<file path="src/rtl/i2s_apb_feeder_if.sv">
// Purpose : stream + APB signal bundle between the I2S feeder and its neighbours.
// Latency : none (wires only).
// Backpressure: carried by s_ready (input stream) and m_ready (output stream).
// Ports   : s_valid/s_data/s_ready   - Tx sample stream into the feeder
//           m_valid/m_data/m_ready   - Rx sample stream out of the feeder
//           psel/penable/pwrite/paddr/pwdata/prdata - APB towards the transceiver
// Modports: master = the feeder side, slave = everything around it.
interface i2s_apb_feeder_if;
  logic        s_valid;
  logic [31:0] s_data;
  logic        s_ready;
  logic        m_valid;
  logic [31:0] m_data;
  logic        m_ready;
  logic        psel;
  logic        penable;
  logic        pwrite;
  logic [31:0] paddr;
  logic [31:0] pwdata;
  logic [31:0] prdata;

  modport master (
    input  s_valid, s_data, m_ready, prdata,
    output s_ready, m_valid, m_data, psel, penable, pwrite, paddr, pwdata
  );

  modport slave (
    output s_valid, s_data, m_ready, prdata,
    input  s_ready, m_valid, m_data, psel, penable, pwrite, paddr, pwdata
  );
endinterface

</file>
<file path="src/rtl/i2s_apb_feeder.sv">
// Purpose : APB master that polls the I2S transceiver status, then writes Tx samples
//           from the input stream or drains Rx samples into the output stream.
// Latency : s_valid to s_ready 3 cycles from IDLE; Tx write ends 2 cycles later (6-cycle period).
// Backpressure: s_ready only pulses when the Tx FIFO has room; no Rx read while m_valid is held.
// Ports   : pclk, preset (async, active high); en, rx_en enables;
//           bus (master modport): input/output streams and the APB master signals;
//           tx_count, rx_count (wrapping 16-bit transfer counts); busy (not IDLE).
module i2s_apb_feeder #(
  parameter logic [31:0] TX_ADDR   = 32'h0000_0004,
  parameter logic [31:0] RX_ADDR   = 32'h0000_0008,
  parameter logic [31:0] STAT_ADDR = 32'h0000_000C,
  parameter int          TXF_BIT   = 7,
  parameter int          RXE_BIT   = 2,
  parameter int          POLL_GAP  = 4
) (
  input  logic                pclk,
  input  logic                preset,
  input  logic                en,
  input  logic                rx_en,
  i2s_apb_feeder_if.master    bus,
  output logic [15:0]         tx_count,
  output logic [15:0]         rx_count,
  output logic                busy
);

  localparam logic [7:0] GAP_INIT = 8'(POLL_GAP);

  typedef enum logic [2:0] {
    IDLE,
    STAT_SETUP,
    STAT_ACCESS,
    DECIDE,
    TX_SETUP,
    TX_ACCESS,
    RX_SETUP,
    RX_ACCESS
  } state_t;

  state_t      state, nxt_state;

  // Only the two flag bits of the status word influence decisions, so only
  // those are kept from the status read.
  logic        stat_txf_q;
  logic        stat_rxe_q;

  logic [7:0]  gap_q;
  logic        rr_q;        // 0 = Tx preferred on the next tie
  logic        rr_nxt;

  logic        psel_q;
  logic        penable_q;
  logic        pwrite_q;
  logic [31:0] paddr_q;
  logic [31:0] pwdata_q;
  logic        m_valid_q;
  logic [31:0] m_data_q;
  logic [15:0] tx_cnt_q;
  logic [15:0] rx_cnt_q;

  logic        tx_ok;
  logic        rx_ok;
  logic        pick_tx;
  logic        pick_rx;
  logic        gap_load;

  // Next-state and decision logic
  always_comb begin
    nxt_state = state;
    pick_tx   = 1'b0;
    pick_rx   = 1'b0;
    gap_load  = 1'b0;
    rr_nxt    = rr_q;
    tx_ok     = bus.s_valid & ~stat_txf_q;
    rx_ok     = rx_en & ~m_valid_q & ~stat_rxe_q;

    case (state)
      IDLE: begin
        // A pending gap suppresses polling entirely, even with work waiting.
        if (gap_q == 8'd0 && en && (bus.s_valid || (rx_en && !m_valid_q)))
          nxt_state = STAT_SETUP;
      end
      STAT_SETUP:  nxt_state = STAT_ACCESS;
      STAT_ACCESS: nxt_state = DECIDE;
      DECIDE: begin
        if (tx_ok && rx_ok) begin
          pick_tx = ~rr_q;
          pick_rx = rr_q;
          rr_nxt  = ~rr_q;
        end else if (tx_ok) begin
          pick_tx = 1'b1;
          rr_nxt  = 1'b1;
        end else if (rx_ok) begin
          pick_rx = 1'b1;
          rr_nxt  = 1'b0;
        end else begin
          gap_load = 1'b1;
        end

        if (pick_tx)
          nxt_state = TX_SETUP;
        else if (pick_rx)
          nxt_state = RX_SETUP;
        else
          nxt_state = IDLE;
      end
      TX_SETUP:  nxt_state = TX_ACCESS;
      TX_ACCESS: nxt_state = IDLE;
      RX_SETUP:  nxt_state = RX_ACCESS;
      RX_ACCESS: nxt_state = IDLE;
      default:   nxt_state = IDLE;
    endcase
  end

  // State register, APB outputs and datapath
  always_ff @(posedge pclk or posedge preset) begin
    if (preset) begin
      state      <= IDLE;
      stat_txf_q <= 1'b0;
      stat_rxe_q <= 1'b0;
      gap_q      <= 8'd0;
      rr_q       <= 1'b0;
      psel_q     <= 1'b0;
      penable_q  <= 1'b0;
      pwrite_q   <= 1'b0;
      paddr_q    <= 32'd0;
      pwdata_q   <= 32'd0;
      m_valid_q  <= 1'b0;
      m_data_q   <= 32'd0;
      tx_cnt_q   <= 16'd0;
      rx_cnt_q   <= 16'd0;
    end else begin
      state <= nxt_state;
      rr_q  <= rr_nxt;

      if (state == STAT_ACCESS) begin
        stat_txf_q <= bus.prdata[TXF_BIT];
        stat_rxe_q <= bus.prdata[RXE_BIT];
      end

      if (gap_load)
        gap_q <= GAP_INIT;
      else if (state == IDLE && gap_q != 8'd0)
        gap_q <= gap_q - 8'd1;

      // APB strobes are registered from the next state so they are clean
      // flop outputs and drop immediately on an asynchronous reset.
      psel_q    <= (nxt_state == STAT_SETUP) || (nxt_state == STAT_ACCESS) ||
                   (nxt_state == TX_SETUP)   || (nxt_state == TX_ACCESS)   ||
                   (nxt_state == RX_SETUP)   || (nxt_state == RX_ACCESS);
      penable_q <= (nxt_state == STAT_ACCESS) || (nxt_state == TX_ACCESS) ||
                   (nxt_state == RX_ACCESS);

      // Address and direction load on SETUP entry and hold otherwise.
      case (nxt_state)
        STAT_SETUP: begin
          paddr_q  <= STAT_ADDR;
          pwrite_q <= 1'b0;
        end
        TX_SETUP: begin
          paddr_q  <= TX_ADDR;
          pwrite_q <= 1'b1;
        end
        RX_SETUP: begin
          paddr_q  <= RX_ADDR;
          pwrite_q <= 1'b0;
        end
        default: ;
      endcase

      if (pick_tx)
        pwdata_q <= bus.s_data;

      if (state == TX_ACCESS)
        tx_cnt_q <= tx_cnt_q + 16'd1;

      // A new Rx read never starts while m_valid is set, so the set and
      // clear conditions below cannot coincide.
      if (state == RX_ACCESS) begin
        m_data_q  <= bus.prdata;
        m_valid_q <= 1'b1;
        rx_cnt_q  <= rx_cnt_q + 16'd1;
      end else if (m_valid_q && bus.m_ready) begin
        m_valid_q <= 1'b0;
      end
    end
  end

  // s_ready is a single-cycle pulse in DECIDE; the sample is taken on that edge.
  assign bus.s_ready = pick_tx;
  assign bus.m_valid = m_valid_q;
  assign bus.m_data  = m_data_q;
  assign bus.psel    = psel_q;
  assign bus.penable = penable_q;
  assign bus.pwrite  = pwrite_q;
  assign bus.paddr   = paddr_q;
  assign bus.pwdata  = pwdata_q;
  assign tx_count    = tx_cnt_q;
  assign rx_count    = rx_cnt_q;
  assign busy        = (state != IDLE);

endmodule

</file>
<file path="src/flat_wrapper.sv">
// flat-port wrapper written by rule: the top's interface ports become plain ports
module i2s_apb_feeder_flat 
#(
  parameter logic [31:0] TX_ADDR   = 32'h0000_0004,
  parameter logic [31:0] RX_ADDR   = 32'h0000_0008,
  parameter logic [31:0] STAT_ADDR = 32'h0000_000C,
  parameter int          TXF_BIT   = 7,
  parameter int          RXE_BIT   = 2,
  parameter int          POLL_GAP  = 4
)
  (pclk, preset, en, rx_en, tx_count, rx_count, busy, bus_s_valid, bus_s_data, bus_m_ready, bus_prdata, bus_s_ready, bus_m_valid, bus_m_data, bus_psel, bus_penable, bus_pwrite, bus_paddr, bus_pwdata);
  i2s_apb_feeder_if bus_i ();
  input  logic pclk;
  input  logic preset;
  input  logic en;
  input  logic rx_en;
  output logic [15:0] tx_count;
  output logic [15:0] rx_count;
  output logic busy;
  input wire logic [$bits(bus_i.s_valid)-1:0] bus_s_valid;
  input wire logic [$bits(bus_i.s_data)-1:0] bus_s_data;
  input wire logic [$bits(bus_i.m_ready)-1:0] bus_m_ready;
  input wire logic [$bits(bus_i.prdata)-1:0] bus_prdata;
  output wire logic [$bits(bus_i.s_ready)-1:0] bus_s_ready;
  output wire logic [$bits(bus_i.m_valid)-1:0] bus_m_valid;
  output wire logic [$bits(bus_i.m_data)-1:0] bus_m_data;
  output wire logic [$bits(bus_i.psel)-1:0] bus_psel;
  output wire logic [$bits(bus_i.penable)-1:0] bus_penable;
  output wire logic [$bits(bus_i.pwrite)-1:0] bus_pwrite;
  output wire logic [$bits(bus_i.paddr)-1:0] bus_paddr;
  output wire logic [$bits(bus_i.pwdata)-1:0] bus_pwdata;
  assign bus_i.s_valid = bus_s_valid;
  assign bus_i.s_data = bus_s_data;
  assign bus_i.m_ready = bus_m_ready;
  assign bus_i.prdata = bus_prdata;
  assign bus_s_ready = bus_i.s_ready;
  assign bus_m_valid = bus_i.m_valid;
  assign bus_m_data = bus_i.m_data;
  assign bus_psel = bus_i.psel;
  assign bus_penable = bus_i.penable;
  assign bus_pwrite = bus_i.pwrite;
  assign bus_paddr = bus_i.paddr;
  assign bus_pwdata = bus_i.pwdata;
  i2s_apb_feeder #(.TX_ADDR(TX_ADDR), .RX_ADDR(RX_ADDR), .STAT_ADDR(STAT_ADDR), .TXF_BIT(TXF_BIT), .RXE_BIT(RXE_BIT), .POLL_GAP(POLL_GAP)) u_core (.pclk(pclk), .preset(preset), .en(en), .rx_en(rx_en), .bus(bus_i), .tx_count(tx_count), .rx_count(rx_count), .busy(busy));
endmodule
</file>
<file path="config.mk">
export PLATFORM = sky130hd
export DESIGN_NAME = i2s_apb_feeder_flat
export DESIGN_NICKNAME = d
export VERILOG_FILES = /design/src/rtl/i2s_apb_feeder_if.sv /design/src/rtl/i2s_apb_feeder.sv /design/src/flat_wrapper.sv
export SDC_FILE = /design/constraint.sdc
export NUM_CORES = 1
export LEC_CHECK = 0
export ABC_AREA = 1
export CORE_ASPECT_RATIO = 1.4
export CORE_MARGIN = 2
export CORE_UTILIZATION = 39
export CTS_CLUSTER_DIAMETER = 150
export DETAILED_ROUTE_END_ITERATION = 8
export PLACE_DENSITY = 0.75
export SLEW_MARGIN = 20
export SYNTH_ARGS = -nofsm -noshare
export SYNTH_HDL_FRONTEND = slang
export SYNTH_SLANG_ARGS = --single-unit
</file>
<file path="constraint.sdc">
create_clock -name pclk -period 3.95 [get_ports pclk]
set_input_delay 1.185 -clock pclk [delete_from_list [all_inputs] [get_ports pclk]]
set_output_delay 1.185 -clock pclk [all_outputs]
set_load 0.03 [all_outputs]
</file>
==> flow_summary_export.csv <==
group,metric,value,unit
layout,final_net_count,858,
clock_network,tritoncts,"done",
synth,syn_area,5150,µm²
synth,netlist.area_leader.share,56.3,%
global_routing,grt_overflow,0,
clock_network,cts-buffers-inserted,17,
critical_path,cp.required,2.76,ns
critical_path,worstSetupPathType,"in -> out",
detailed_routing,routedWlPerCell,13.1,µm
clock_network,cts_setup_buffers,0,
timing,fmaxAchievable,0.270,GHz
clock_network,clk_root_buffer_cell,"sky130_fd_sc_hd__clkbuf_16",
global_routing,grt_met1_use,21.6,%
global_routing,initial_antenna_violation_count,0,
clock_network,cts-hold-fix-buffers,0,
layout,drive_gt1_share,5.78,%
layout,finalCoreUtilization,58.4,%
timing,fin_skew,0.00974,ns
job,max_cap_viols,0,
timing,tns,0,ns
min_path,min_delay_path_depth,1,
synth,yosysSeqAreaShare,56.3,%
place,final_weighted_congestion_in_routability_driven_placement,0.799,
synth,netlist_instances,601,
min_path,min-delay-path-class,"reg -> reg",
clock_network,cts.htree.levels,4,
synth,yosys_warnings,0,
min_path,worst_hold_path.endpoint,"u_core.tx_count[15]",
layout,num_antenna_cells,0,
layout,final_area,7510,µm²
global_routing,gr-usage-met3,5.74,%
global_routing,pin_count_of_the_biggest_net_entering_global_routing,60,
critical_path,timing.critical_path.from_type,"primary input",
place,post_placement_worst_setup_slack,0.272,ns
floorplan,die_area,14200,µm²
timing,drv_slew,0,
place,detailed_place.area,6960,µm²
critical_path,cp-end-kind,"primary output",
timing,grt_setup_unrepaired,"false",
synth,post_synth.cell_area_avg,8.58,µm²
floorplan,rows,49,
floorplan,floorplan.io_pins,204,
floorplan,die_height,140,µm
critical_path,worst_ep_arrival_time,2.52,ns
detailed_routing,drt_first_iter_violations,126,
global_routing,grt_most_used_layer,"met2",
detailed_routing,ant_nets,0,
floorplan,die-width,101,µm
clock_network,post_cts_resized,0,
critical_path,critical_path.reg2reg.startpoint,"u_core.state[2]",
synth,ys_ff_latch,116,
detailed_routing,detailroute.via_count,4272,
detailed_routing,drcViolationCount,0,
power,powerDensity,724,nW/µm²
critical_path,worst_r2r_path_depth,7,
timing,min_period_over_period,93.7,%
place,place_hpwl,8870,µm
global_routing,grt_use_total,18.5,%
layout,final.fill_count,1118,
layout,final_cell_mix,"sky130_fd_sc_hd__nand2_1, sky130_fd_sc_hd__clkdlybuf4s50_1, sky130_fd_sc_hd__dfrtp_1, sky130_fd_sc_hd__inv_1, sky130_fd_sc_hd__nor2_1",
timing,final-hold-violation-count,0,
timing,pnr_worst_setup_slack,0.247,ns
layout,area_growth_syn_to_layout,45.8,%
clock_network,cts_max_path_buffers,2,
detailed_routing,drt-total-wl,12400,µm
timing,period_minus_slack,3.70,ns
min_path,holdCritStartpoint,"u_core.tx_count[15]",
place,dp.cells,918,
timing,tightestPinTransition,0.638,ns
synth,largest_cells_by_area_after_synthesis,"sky130_fd_sc_hd__dfrtp_1, sky130_fd_sc_hd__nand2_1, sky130_fd_sc_hd__buf_4",
layout,instances_no_fill,949,
clock_network,cts.clk_slew.worst_paths,0.05,ns
floorplan,starting_utilization_of_the_core_area,40.0,%
place,place.port_buffers,173,
critical_path,r2r_setup_slack,2.07,ns
detailed_routing,detail_route.vias_per_cell,4.50,
global_routing,grt_pass1_wl,20400,µm
critical_path,worstPathMaxFanout,3,
layout,layout.cells.most_common,"sky130_fd_sc_hd__nand2_1",
clock_network,cts_sinks,116,
power,power.total,5.44,mW
global_routing,first_global_vias,4268,
synth,ys_types,27,
global_routing,grt.met2_usage,30.3,%
detailed_routing,dr.pass1.iters,4,
power,power.ir.vdd_worst,0.389,mV
power,p_leak,3.71,nW
outcome,status,"finished clean",
timing,setup_violations,0,
critical_path,r2r-end,"u_core.rx_count[12]",
timing,timing.hold.ws,0.473,ns
clock_network,worstSkewPairLatency,0.40,ns
floorplan,coreArea,12900,µm²
timing,timing.slew.headroom,57.4,%
synth,synth_largest_area_cell,"sky130_fd_sc_hd__dfrtp_1",
==> worst max-delay path, cell delays in order <==
cell and delay, ns:
sky130_fd_sc_hd__clkdlybuf4s50_1 0.50, sky130_fd_sc_hd__nand2_1 0.08, sky130_fd_sc_hd__a21boi_0 0.16, sky130_fd_sc_hd__nand2_1 0.07, sky130_fd_sc_hd__nand2_1 0.10, sky130_fd_sc_hd__nand2_1 0.13, sky130_fd_sc_hd__nand3_4 0.09, sky130_fd_sc_hd__inv_2 0.04
sky130_fd_sc_hd__buf_4 0.16
==> sequential cells by signal, summed over array words and instances (netlist names) <==
register            count
u_core.stat_rxe_q       1
u_core.bus.penable      1
u_core.bus.pwrite       1
u_core.bus.paddr        2
u_core.tx_count        16
u_core.state            3
u_core.stat_txf_q       1
u_core.bus.pwdata      32
u_core.rx_count        16
u_core.bus.m_data      32
u_core.bus.psel         1
u_core.rr_q             1
u_core.bus.m_valid      1
u_core.gap_q            8
==> metal layers <==
metal,part of all wire (%),vias to the layer above
met5,0,-
met4,3.3,0
met3,5.4,28
met2,51,144
met1,40,1947
li1,-,2153
==> report_power, final <==
part	leakage (nW)	internal (mW)	switching (mW)	total [mW]
Clock	0.270	0.902	0.520	1.42
Combinational	1.98	0.854	1.39	2.24
Sequential	1.46	1.56	0.220	1.78
Total	3.71	3.31	2.13	5.44
==> logic make-up after synthesis <==
group                    Yosys count  synth area share, %
XOR/XNOR                          27                 4.59
AO/OA/AOI/OAI                     24                 2.55
flip-flops                       116                 56.3
other                              1               0.0728
AND/OR/NAND/NOR                  328                 25.8
buffers and inverters            101                 9.69
adder cells (fa/ha/maj)            4                0.971
==> Yosys cell counts <==
library cell and count:
sky130_fd_sc_hd__nand2_1 243, sky130_fd_sc_hd__dfrtp_1 116, sky130_fd_sc_hd__inv_1 55, sky130_fd_sc_hd__nor2_1 36, sky130_fd_sc_hd__buf_4 30, sky130_fd_sc_hd__nand3_1 29, sky130_fd_sc_hd__o21ai_0 17, sky130_fd_sc_hd__xor2_1 16
sky130_fd_sc_hd__xnor2_1 11, sky130_fd_sc_hd__nand4_1 8, sky130_fd_sc_hd__clkbuf_1 7, sky130_fd_sc_hd__buf_2 6, sky130_fd_sc_hd__nor3_1 5, sky130_fd_sc_hd__ha_1 4, sky130_fd_sc_hd__inv_2 3, sky130_fd_sc_hd__a21boi_0 2
sky130_fd_sc_hd__a21oi_1 2, sky130_fd_sc_hd__nor3_2 2, sky130_fd_sc_hd__and3_1 1, sky130_fd_sc_hd__conb_1 1, sky130_fd_sc_hd__nand2_2 1, sky130_fd_sc_hd__nand3_4 1, sky130_fd_sc_hd__nor2_2 1, sky130_fd_sc_hd__nor4_1 1
sky130_fd_sc_hd__o211ai_1 1, sky130_fd_sc_hd__o21bai_1 1, sky130_fd_sc_hd__o22ai_1 1
==> worst max path at each step <==
| stage | endpoint | depth (start not counted) | start | slack (ns) |
|---|---|---|---|---|
| 2_1_floorplan | bus_s_ready | 7 | rx_en | 0.74 |
| 3_3_place_gp | bus_s_ready | 9 | rx_en | 0.28 |
| 3_5_place_dp | bus_s_ready | 9 | rx_en | 0.27 |
| 4_1_cts | bus_s_ready | 9 | rx_en | 0.26 |
| 5_1_grt | bus_s_ready | 8 | rx_en | 0.13 |
| 6_report | bus_s_ready | 9 | rx_en | 0.25 |
==> area by class of cell <==
type	instances	area (µm²)	area share, %
clock buffer	21	470	6.26
clock inverter	10	82.6	1.10
inverter	58	221	2.95
multi-input combinational	413	1870	24.8
sequential	116	2900	38.6
tap	153	191	2.55
timing repair buffer	178	1780	23.7
No activity file was read; power rests on OpenSTA's default activity.
